**config.mk**
```make
export PLATFORM = sky130hd
export DESIGN_NAME = kv_cache_wr_pack
export DESIGN_NICKNAME = d
export VERILOG_FILES = /design/src/rtl/kv_cache_wr_pack_pkg.sv /design/src/rtl/kv_cache_wr_pack_lane_packer.sv /design/src/rtl/kv_cache_wr_pack.sv
export SDC_FILE = /design/constraint.sdc
export NUM_CORES = 1
export LEC_CHECK = 0
export ABC_AREA = 1
export ABC_CLOCK_PERIOD_IN_PS = 1900
export BUFFER_PORTS_ARGS = -buffer_cell sky130_fd_sc_hd__buf_4
export CAP_MARGIN = 20
export CORE_MARGIN = 1
export CORE_UTILIZATION = 40
export CTS_CLUSTER_DIAMETER = 40
export CTS_CLUSTER_SIZE = 30
export DETAILED_ROUTE_END_ITERATION = 8
export GPL_ROUTABILITY_DRIVEN = 1
export PLACE_DENSITY = 0.66
export SETUP_SLACK_MARGIN = 0.4
export SLEW_MARGIN = 20
export SYNTH_ARGS = -nofsm -noshare
export SYNTH_HDL_FRONTEND = slang
export SYNTH_HIERARCHICAL = 1
export SYNTH_SLANG_ARGS = --single-unit
export TNS_END_PERCENT = 10
```
**constraint.sdc**
```tcl
create_clock -name clk -period 1.9 [get_ports clk]
set_input_delay 0.285 -clock clk [delete_from_list [all_inputs] [get_ports clk]]
set_output_delay 0.285 -clock clk [all_outputs]
set_load 0.005 [all_outputs]
```
**src/rtl/kv_cache_wr_pack_pkg.sv**
```systemverilog
// Shared types and constants for the KV-cache write path.
// The cache array and its bench reuse these constants.
package kv_cache_wr_pack_pkg;

  localparam int KV_CACHE_PKT_NUM = 2;
  localparam int MAC_MULT_NUM     = 8;

  typedef enum logic [1:0] {
    IDLE = 2'd0,
    WAKE = 2'd1,
    PACK = 2'd2,
    DONE = 2'd3
  } kv_wr_state_e;

endpackage

```
**src/rtl/kv_cache_wr_pack_lane_packer.sv**
```systemverilog
// Collects accepted elements into lanes of one wordline and flags when the
// wordline must be written (full, or final element of the token).
module kv_lane_packer #(
  parameter int IDATA_WIDTH = 8,
  parameter int LANES       = 8
) (
  input  logic                         clk,
  input  logic                         rst,
  input  logic                         accept_i,
  input  logic [IDATA_WIDTH-1:0]       data_i,
  input  logic                         last_i,
  output logic                         emit_o,
  output logic [LANES*IDATA_WIDTH-1:0] word_o,
  output logic                         partial_o
);

  localparam int KW = (LANES > 1) ? $clog2(LANES) : 1;

  logic [KW-1:0]                  lane_q, lane_d;
  logic [LANES*IDATA_WIDTH-1:0]   pack_q, pack_d;
  logic                           full;

  // The incoming element is merged into its lane combinationally so a write
  // can be presented on the cycle right after the closing element.
  for (genvar gi = 0; gi < LANES; gi++) begin : g_lane
    assign word_o[gi*IDATA_WIDTH +: IDATA_WIDTH] =
      (lane_q == KW'(gi)) ? data_i : pack_q[gi*IDATA_WIDTH +: IDATA_WIDTH];
  end

  assign full      = (lane_q == KW'(LANES - 1));
  assign emit_o    = accept_i && (full || last_i);
  assign partial_o = last_i && !full;

  always_comb begin
    lane_d = lane_q;
    pack_d = pack_q;
    if (accept_i) begin
      if (full || last_i) begin
        // Clearing here is what zero-fills the unused lanes of a short word.
        lane_d = '0;
        pack_d = '0;
      end else begin
        lane_d = lane_q + KW'(1);
        pack_d = word_o;
      end
    end
  end

  always_ff @(posedge clk) begin
    if (rst) begin
      lane_q <= '0;
      pack_q <= '0;
    end else begin
      lane_q <= lane_d;
      pack_q <= pack_d;
    end
  end

endmodule

```
**src/rtl/kv_cache_wr_pack.sv**
```systemverilog
// KV-cache write packer: wakes the target packet, packs elements into
// wordlines, issues single-cycle writes, then puts the packet back to sleep.
module kv_cache_wr_pack #(
  parameter int IDATA_WIDTH      = 8,
  parameter int MAC_MULT_NUM     = 8,
  parameter int CACHE_PKT_NUM    = 2,
  parameter int CACHE_DEPTH      = 256,
  parameter int CACHE_ADDR_WIDTH = $clog2(MAC_MULT_NUM) + $clog2(CACHE_DEPTH),
  parameter int WAKE_CYCLES      = 4
) (
  input  logic                                   clk,
  input  logic                                   rst,
  input  logic                                   start,
  input  logic [1:0]                             user_id,
  input  logic [CACHE_ADDR_WIDTH-1:0]            base_addr,
  input  logic                                   in_valid,
  output logic                                   in_ready,
  input  logic [IDATA_WIDTH-1:0]                 in_data,
  input  logic                                   in_last,
  output logic [CACHE_ADDR_WIDTH-1:0]            cache_addr,
  output logic                                   cache_wen,
  output logic [MAC_MULT_NUM*IDATA_WIDTH-1:0]    cache_wdata,
  output logic                                   cache_wdata_byte_flag,
  output logic [CACHE_PKT_NUM*MAC_MULT_NUM-1:0]  deepslp,
  output logic                                   busy,
  output logic                                   done
);

  import kv_cache_wr_pack_pkg::*;

  localparam int CACHE_NUM = MAC_MULT_NUM;
  localparam int WORD_W    = MAC_MULT_NUM * IDATA_WIDTH;
  localparam int DS_W      = CACHE_PKT_NUM * CACHE_NUM;
  localparam int WCW       = (WAKE_CYCLES > 1) ? $clog2(WAKE_CYCLES) : 1;

  kv_wr_state_e                state_q, state_d;
  logic [WCW-1:0]              wake_cnt_q, wake_cnt_d;
  logic [CACHE_ADDR_WIDTH-1:0] addr_q, addr_d;
  logic [CACHE_ADDR_WIDTH-1:0] cache_addr_q, cache_addr_d;
  logic [WORD_W-1:0]           wdata_q, wdata_d;
  logic [DS_W-1:0]             deepslp_q, deepslp_d;
  logic                        in_ready_q, in_ready_d;
  logic                        wen_q, wen_d;
  logic                        flag_q, flag_d;
  logic                        busy_q, busy_d;
  logic                        done_q, done_d;

  logic                        accept;
  logic                        emit;
  logic                        emit_partial;
  logic [WORD_W-1:0]           emit_word;
  logic                        unused_uid;

  assign unused_uid = user_id[0];
  // in_ready is only ever high while in PACK, so this is the full handshake.
  assign accept     = in_valid && in_ready_q;

  kv_lane_packer #(
    .IDATA_WIDTH (IDATA_WIDTH),
    .LANES       (MAC_MULT_NUM)
  ) u_packer (
    .clk       (clk),
    .rst       (rst),
    .accept_i  (accept),
    .data_i    (in_data),
    .last_i    (in_last),
    .emit_o    (emit),
    .word_o    (emit_word),
    .partial_o (emit_partial)
  );

  always_comb begin
    state_d      = state_q;
    wake_cnt_d   = wake_cnt_q;
    addr_d       = addr_q;
    cache_addr_d = cache_addr_q;
    wdata_d      = wdata_q;
    flag_d       = flag_q;
    deepslp_d    = deepslp_q;
    in_ready_d   = 1'b0;
    wen_d        = 1'b0;
    done_d       = 1'b0;

    case (state_q)
      IDLE: begin
        if (start) begin
          addr_d     = base_addr;
          wake_cnt_d = WCW'(WAKE_CYCLES - 1);
          for (int p = 0; p < CACHE_PKT_NUM; p++) begin
            if (p == int'(user_id[1])) deepslp_d[p*CACHE_NUM +: CACHE_NUM] = '0;
          end
          state_d = WAKE;
        end
      end
      WAKE: begin
        if (wake_cnt_q == '0) state_d = PACK;
        else                  wake_cnt_d = wake_cnt_q - WCW'(1);
      end
      PACK: begin
        in_ready_d = 1'b1;
        if (emit) begin
          wen_d        = 1'b1;
          cache_addr_d = addr_q;
          wdata_d      = emit_word;
          flag_d       = emit_partial;
          addr_d       = addr_q + CACHE_ADDR_WIDTH'(1);
        end
        if (accept && in_last) begin
          in_ready_d = 1'b0;
          state_d    = DONE;
        end
      end
      DONE: begin
        done_d    = 1'b1;
        deepslp_d = '1;
        state_d   = IDLE;
      end
      default: state_d = IDLE;
    endcase

    busy_d = (state_d != IDLE);
  end

  always_ff @(posedge clk) begin
    if (rst) begin
      state_q      <= IDLE;
      wake_cnt_q   <= '0;
      addr_q       <= '0;
      cache_addr_q <= '0;
      wdata_q      <= '0;
      flag_q       <= 1'b0;
      deepslp_q    <= '1;
      in_ready_q   <= 1'b0;
      wen_q        <= 1'b0;
      busy_q       <= 1'b0;
      done_q       <= 1'b0;
    end else begin
      state_q      <= state_d;
      wake_cnt_q   <= wake_cnt_d;
      addr_q       <= addr_d;
      cache_addr_q <= cache_addr_d;
      wdata_q      <= wdata_d;
      flag_q       <= flag_d;
      deepslp_q    <= deepslp_d;
      in_ready_q   <= in_ready_d;
      wen_q        <= wen_d;
      busy_q       <= busy_d;
      done_q       <= done_d;
    end
  end

  assign in_ready              = in_ready_q;
  assign cache_addr            = cache_addr_q;
  assign cache_wen             = wen_q;
  assign cache_wdata           = wdata_q;
  assign cache_wdata_byte_flag = flag_q;
  assign deepslp               = deepslp_q;
  assign busy                  = busy_q;
  assign done                  = done_q;

endmodule
```
==> reports/metrics.yaml <==
worst_clock_skew_ns: 0.0128
clk_path_buf_depth: 2
share_comb_of_total_power_pct: 6.6
netlist_instances: 1010
slowest_library_cell_on_the_worst_path: "sky130_fd_sc_hd__dfxtp_4"
grt_util_all_layers_pct: 20.9
area_delta_synth_final_pct: 31.3
place_congestion: 0.780
grt.met3_usage_pct: 5.07
cp_cell_sequence: "ha_4 > ha_4 > nor2_4 > nor2_4 > nand2_8 > clkinv_8 > buf_6 > nand2_1 > a21oi_1"
report.final.hold_viol_count: 0
die_h_um: 135
route.vias.total: 6883
via_count_of_the_first_global_routing_pass: 6017
synth_sequential_area_ratio_pct: 46.6
tritoncts: "yes"
max_stage_delay_ns: 0.39
final_period_minus_worst_setup_slack_ns: 1.66
hold_buffers: 0
grt_use_met1_pct: 28.6
vdd_drop_max_uv: 651
postSynthRegisterBits: 164
finalHoldWorstSlack_ns: 0.0923
setup.worst_path.end_class: "flip-flop"
crit_path_max_fanout: 8
largest_net_degree_at_the_start_of_global_routing: 63
setup_repair_after_global_routing_missed_its_margin: "true"
starting_density_of_the_core_pct: 40.9
wl_per_cell_um: 15.2
design.final.nets: 1144
ios: 122
timing.fmax_ghz: 0.603
placement.io_buffers: 120
seq_power_share_pct: 46.6
clock_insertion_delay_worst_skew_ns: 0.43
antenna_found_initial: 0
cellPowerDensity_nw_per_um2: 821
timing_worst_slew_pin_value_ns: 0.462
switching_power_mw: 1.73
cts-root-buf: "sky130_fd_sc_hd__clkbuf_16"
final_max_slew_viol_count: 0
path_clk_slew_ns: 0.06
route.detailed.vias_per_inst: 5.11
ctsHtreeMaxLevel: 4
report.final.setup_viol: 0
netSwitchingFraction_pct: 22.8
global_route.usage.met2_pct: 32.5
synth_cell_types: 28
route.detailed.drc: 0
grt-ovfl-total: 0
p_int_mw: 5.87
synthesis.nets: 1044
critical_path_data_required_time_ns: 2.25
globalRoute.busiestLayer: "met2"
synth.avg_cell_area_um2: 6.98
syn-cell-area_um2: 7050
clkSinkCount: 164
max_cap_violations: 0
outcome: "completed"
worst_slew_margin_rel_pct: 69.2
worst_hold_path_type: "input port to flip-flop"
most_area_consuming_cells_after_synthesis: "sky130_fd_sc_hd__dfxtp_1, sky130_fd_sc_hd__nand2_1, sky130_fd_sc_hd__a21oi_1, sky130_fd_sc_hd__nand3_1, sky130_fd_sc_hd__o21ai_0"
worstHoldStart: "user_id[1]"
cp-start-kind: "flip-flop"
cp_data_arrival_time_ns: 2.01
power_frac_clock_pct: 46.9
post-route-period-util_pct: 87.3
synth_top_area_share_pct: 46.6
finalCoreUtilization_pct: 53.7
detail_route.first_pass.iterations: 5
cp-startpoint: "u_packer/lane_q[0]"
totalNegativeSetupSlack_ns: 0
totalWireLength_um: 20400
antenna_violating_nets_post_route: 0
die-area_um2: 18200
fp-row-count: 48
yosysTopAreaCell: "sky130_fd_sc_hd__dfxtp_1"
layout-drive-gt1-share_pct: 21.3
path_class: "flip-flop to flip-flop"
yosysWarningCount: 6
coreArea_um2: 17200
hpwlAfterDp_um: 11400
detail_route.iter0.violations: 610
grt_pass1_wl_um: 29900
die-width_um: 135
cts-buffers-inserted: 17
p_leak_nw: 3.70
antennaDiodeCount: 0
timing.rr.start: "u_packer/lane_q[0]"
[cell usage in the layout (no fill, tap or decap), types with 4 or more instances in the layout]
cell                        netlist  final
sky130_fd_sc_hd__nand2_1        419    412
sky130_fd_sc_hd__ha_1             8      5
sky130_fd_sc_hd__buf_4           23    139
sky130_fd_sc_hd__nand3_1         58     58
sky130_fd_sc_hd__nor2_1          15     13
sky130_fd_sc_hd__nand2_2          1      5
sky130_fd_sc_hd__o21ai_1          0      8
sky130_fd_sc_hd__clkbuf_16        0     26
sky130_fd_sc_hd__nand2_4          1      4
sky130_fd_sc_hd__buf_12           0      7
sky130_fd_sc_hd__a21oi_1        148    132
sky130_fd_sc_hd__nor3_1           9      9
sky130_fd_sc_hd__o21ai_0         44     34
sky130_fd_sc_hd__clkbuf_8         0      4
sky130_fd_sc_hd__inv_1           45     43
sky130_fd_sc_hd__inv_2            4      5
sky130_fd_sc_hd__dfxtp_1        164    161
sky130_fd_sc_hd__a21oi_2          0     16
[logic make-up after synthesis]
family	Yosys count	share of synthesized area [%]
DFF	164	46.6
buffers and inverters	133	9.03
and+or+nand+nor	508	28.8
AOI/OAI and AO/OA	197	14.1
adders and majority gates	8	1.42
[power groups by stage]
stage          sequential, mW  clock, mW  combinational, mW
2_1_floorplan            3.60          0              0.311
3_3_place_gp             3.61          0              0.458
3_5_place_dp             3.62          0              0.458
4_1_cts                  3.54       3.61              0.468
5_1_grt                  3.54       3.75              0.552
6_report                 3.54       3.56              0.500
[flip-flops by register name (all words and copies together) (netlist names), 2 cells and up]
signal,count
wake_cnt_q,2
cache_wdata,64
u_packer/pack_q,64
state_q,2
addr_q,11
cache_addr,11
deepslp,2
u_packer/lane_q,3
[worst max-delay path: cells and delay by family (launching register included)]
kind / cells / cell delay, ns
adders and majority gates: 2 / 0.31
buffers and inverters: 2 / 0.29
DFF: 1 / 0.39
and+or+nand+nor: 4 / 0.45
AOI/OAI and AO/OA: 1 / 0.14
[layer usage]
metal	vias to the layer above	wire length [um]
li1	3426	-
met1	3184	9230
met2	255	9520
met3	18	1520
met4	0	169
met5	-	0
[through the flow]
stage               power [mW]  setup slack (ns)  area, um2  std cells
floorplan                 3.92             0.275       7130       1010
finish                    7.60             0.241       9260       1346
global route              7.85             0.179       9260       1346
detailed placement        4.07             0.249       8060       1295
CTS                       7.62             0.322       8780       1327
global placement          4.07             0.285       8060       1295
[worst paths after layout]
kind | end | cells past startpoint | slack [ns]
worst max-delay path | cache_addr[6] | 9 | 0.24
worst min-delay path | deepslp[6] | 3 | 0.09
worst max register to register | cache_addr[6] | 9 | 0.24
worst min register to register | u_packer/pack_q[60] | 2 | 0.44
[Yosys cell counts]
| cell type | number |
|---|---|
| sky130_fd_sc_hd__buf_4 | 23 |
| sky130_fd_sc_hd__nor3_1 | 9 |
| sky130_fd_sc_hd__nor2_1 | 15 |
| sky130_fd_sc_hd__buf_2 | 28 |
| sky130_fd_sc_hd__nand2_1 | 419 |
| sky130_fd_sc_hd__nand3_2 | 1 |
| sky130_fd_sc_hd__inv_1 | 45 |
| sky130_fd_sc_hd__dfxtp_1 | 164 |
| sky130_fd_sc_hd__ha_1 | 8 |
| sky130_fd_sc_hd__o21ai_0 | 44 |
| sky130_fd_sc_hd__nand3_1 | 58 |
| sky130_fd_sc_hd__o31ai_1 | 1 |
| sky130_fd_sc_hd__o21a_1 | 1 |
| sky130_fd_sc_hd__nand2_2 | 1 |
| sky130_fd_sc_hd__buf_6 | 2 |
| sky130_fd_sc_hd__inv_2 | 4 |
| sky130_fd_sc_hd__a21oi_1 | 148 |
| sky130_fd_sc_hd__clkbuf_2 | 1 |
| sky130_fd_sc_hd__a31oi_1 | 1 |
| sky130_fd_sc_hd__nor3b_1 | 1 |
| sky130_fd_sc_hd__a211oi_1 | 1 |
| sky130_fd_sc_hd__o22ai_1 | 1 |
| sky130_fd_sc_hd__buf_1 | 2 |
| sky130_fd_sc_hd__nand2_4 | 1 |
| sky130_fd_sc_hd__nor2_4 | 1 |
| sky130_fd_sc_hd__clkbuf_1 | 28 |
| sky130_fd_sc_hd__nor3_4 | 1 |
| sky130_fd_sc_hd__or2_2 | 1 |
[final cells by class]
class	instances	area, um2
fillers	1624	7980
well taps	225	282
multi-input cells	715	3320
clock buffers	22	484
repair inverters	1	16.3
inverters	49	210
flip-flops and latches	164	3290
clock inverters	8	124
repair buffers	162	1530
[what timing repair did]
action                                  4_1_cts  5_1_grt
setup buffers                                 0        6
gates resized for setup                      20       46
endpoints found under the setup margin      134      148
pin swaps                                     2       11
gates cloned                                  2       13
hold endpoints to repair                      0        0
(Power assumes the default switching activity.)
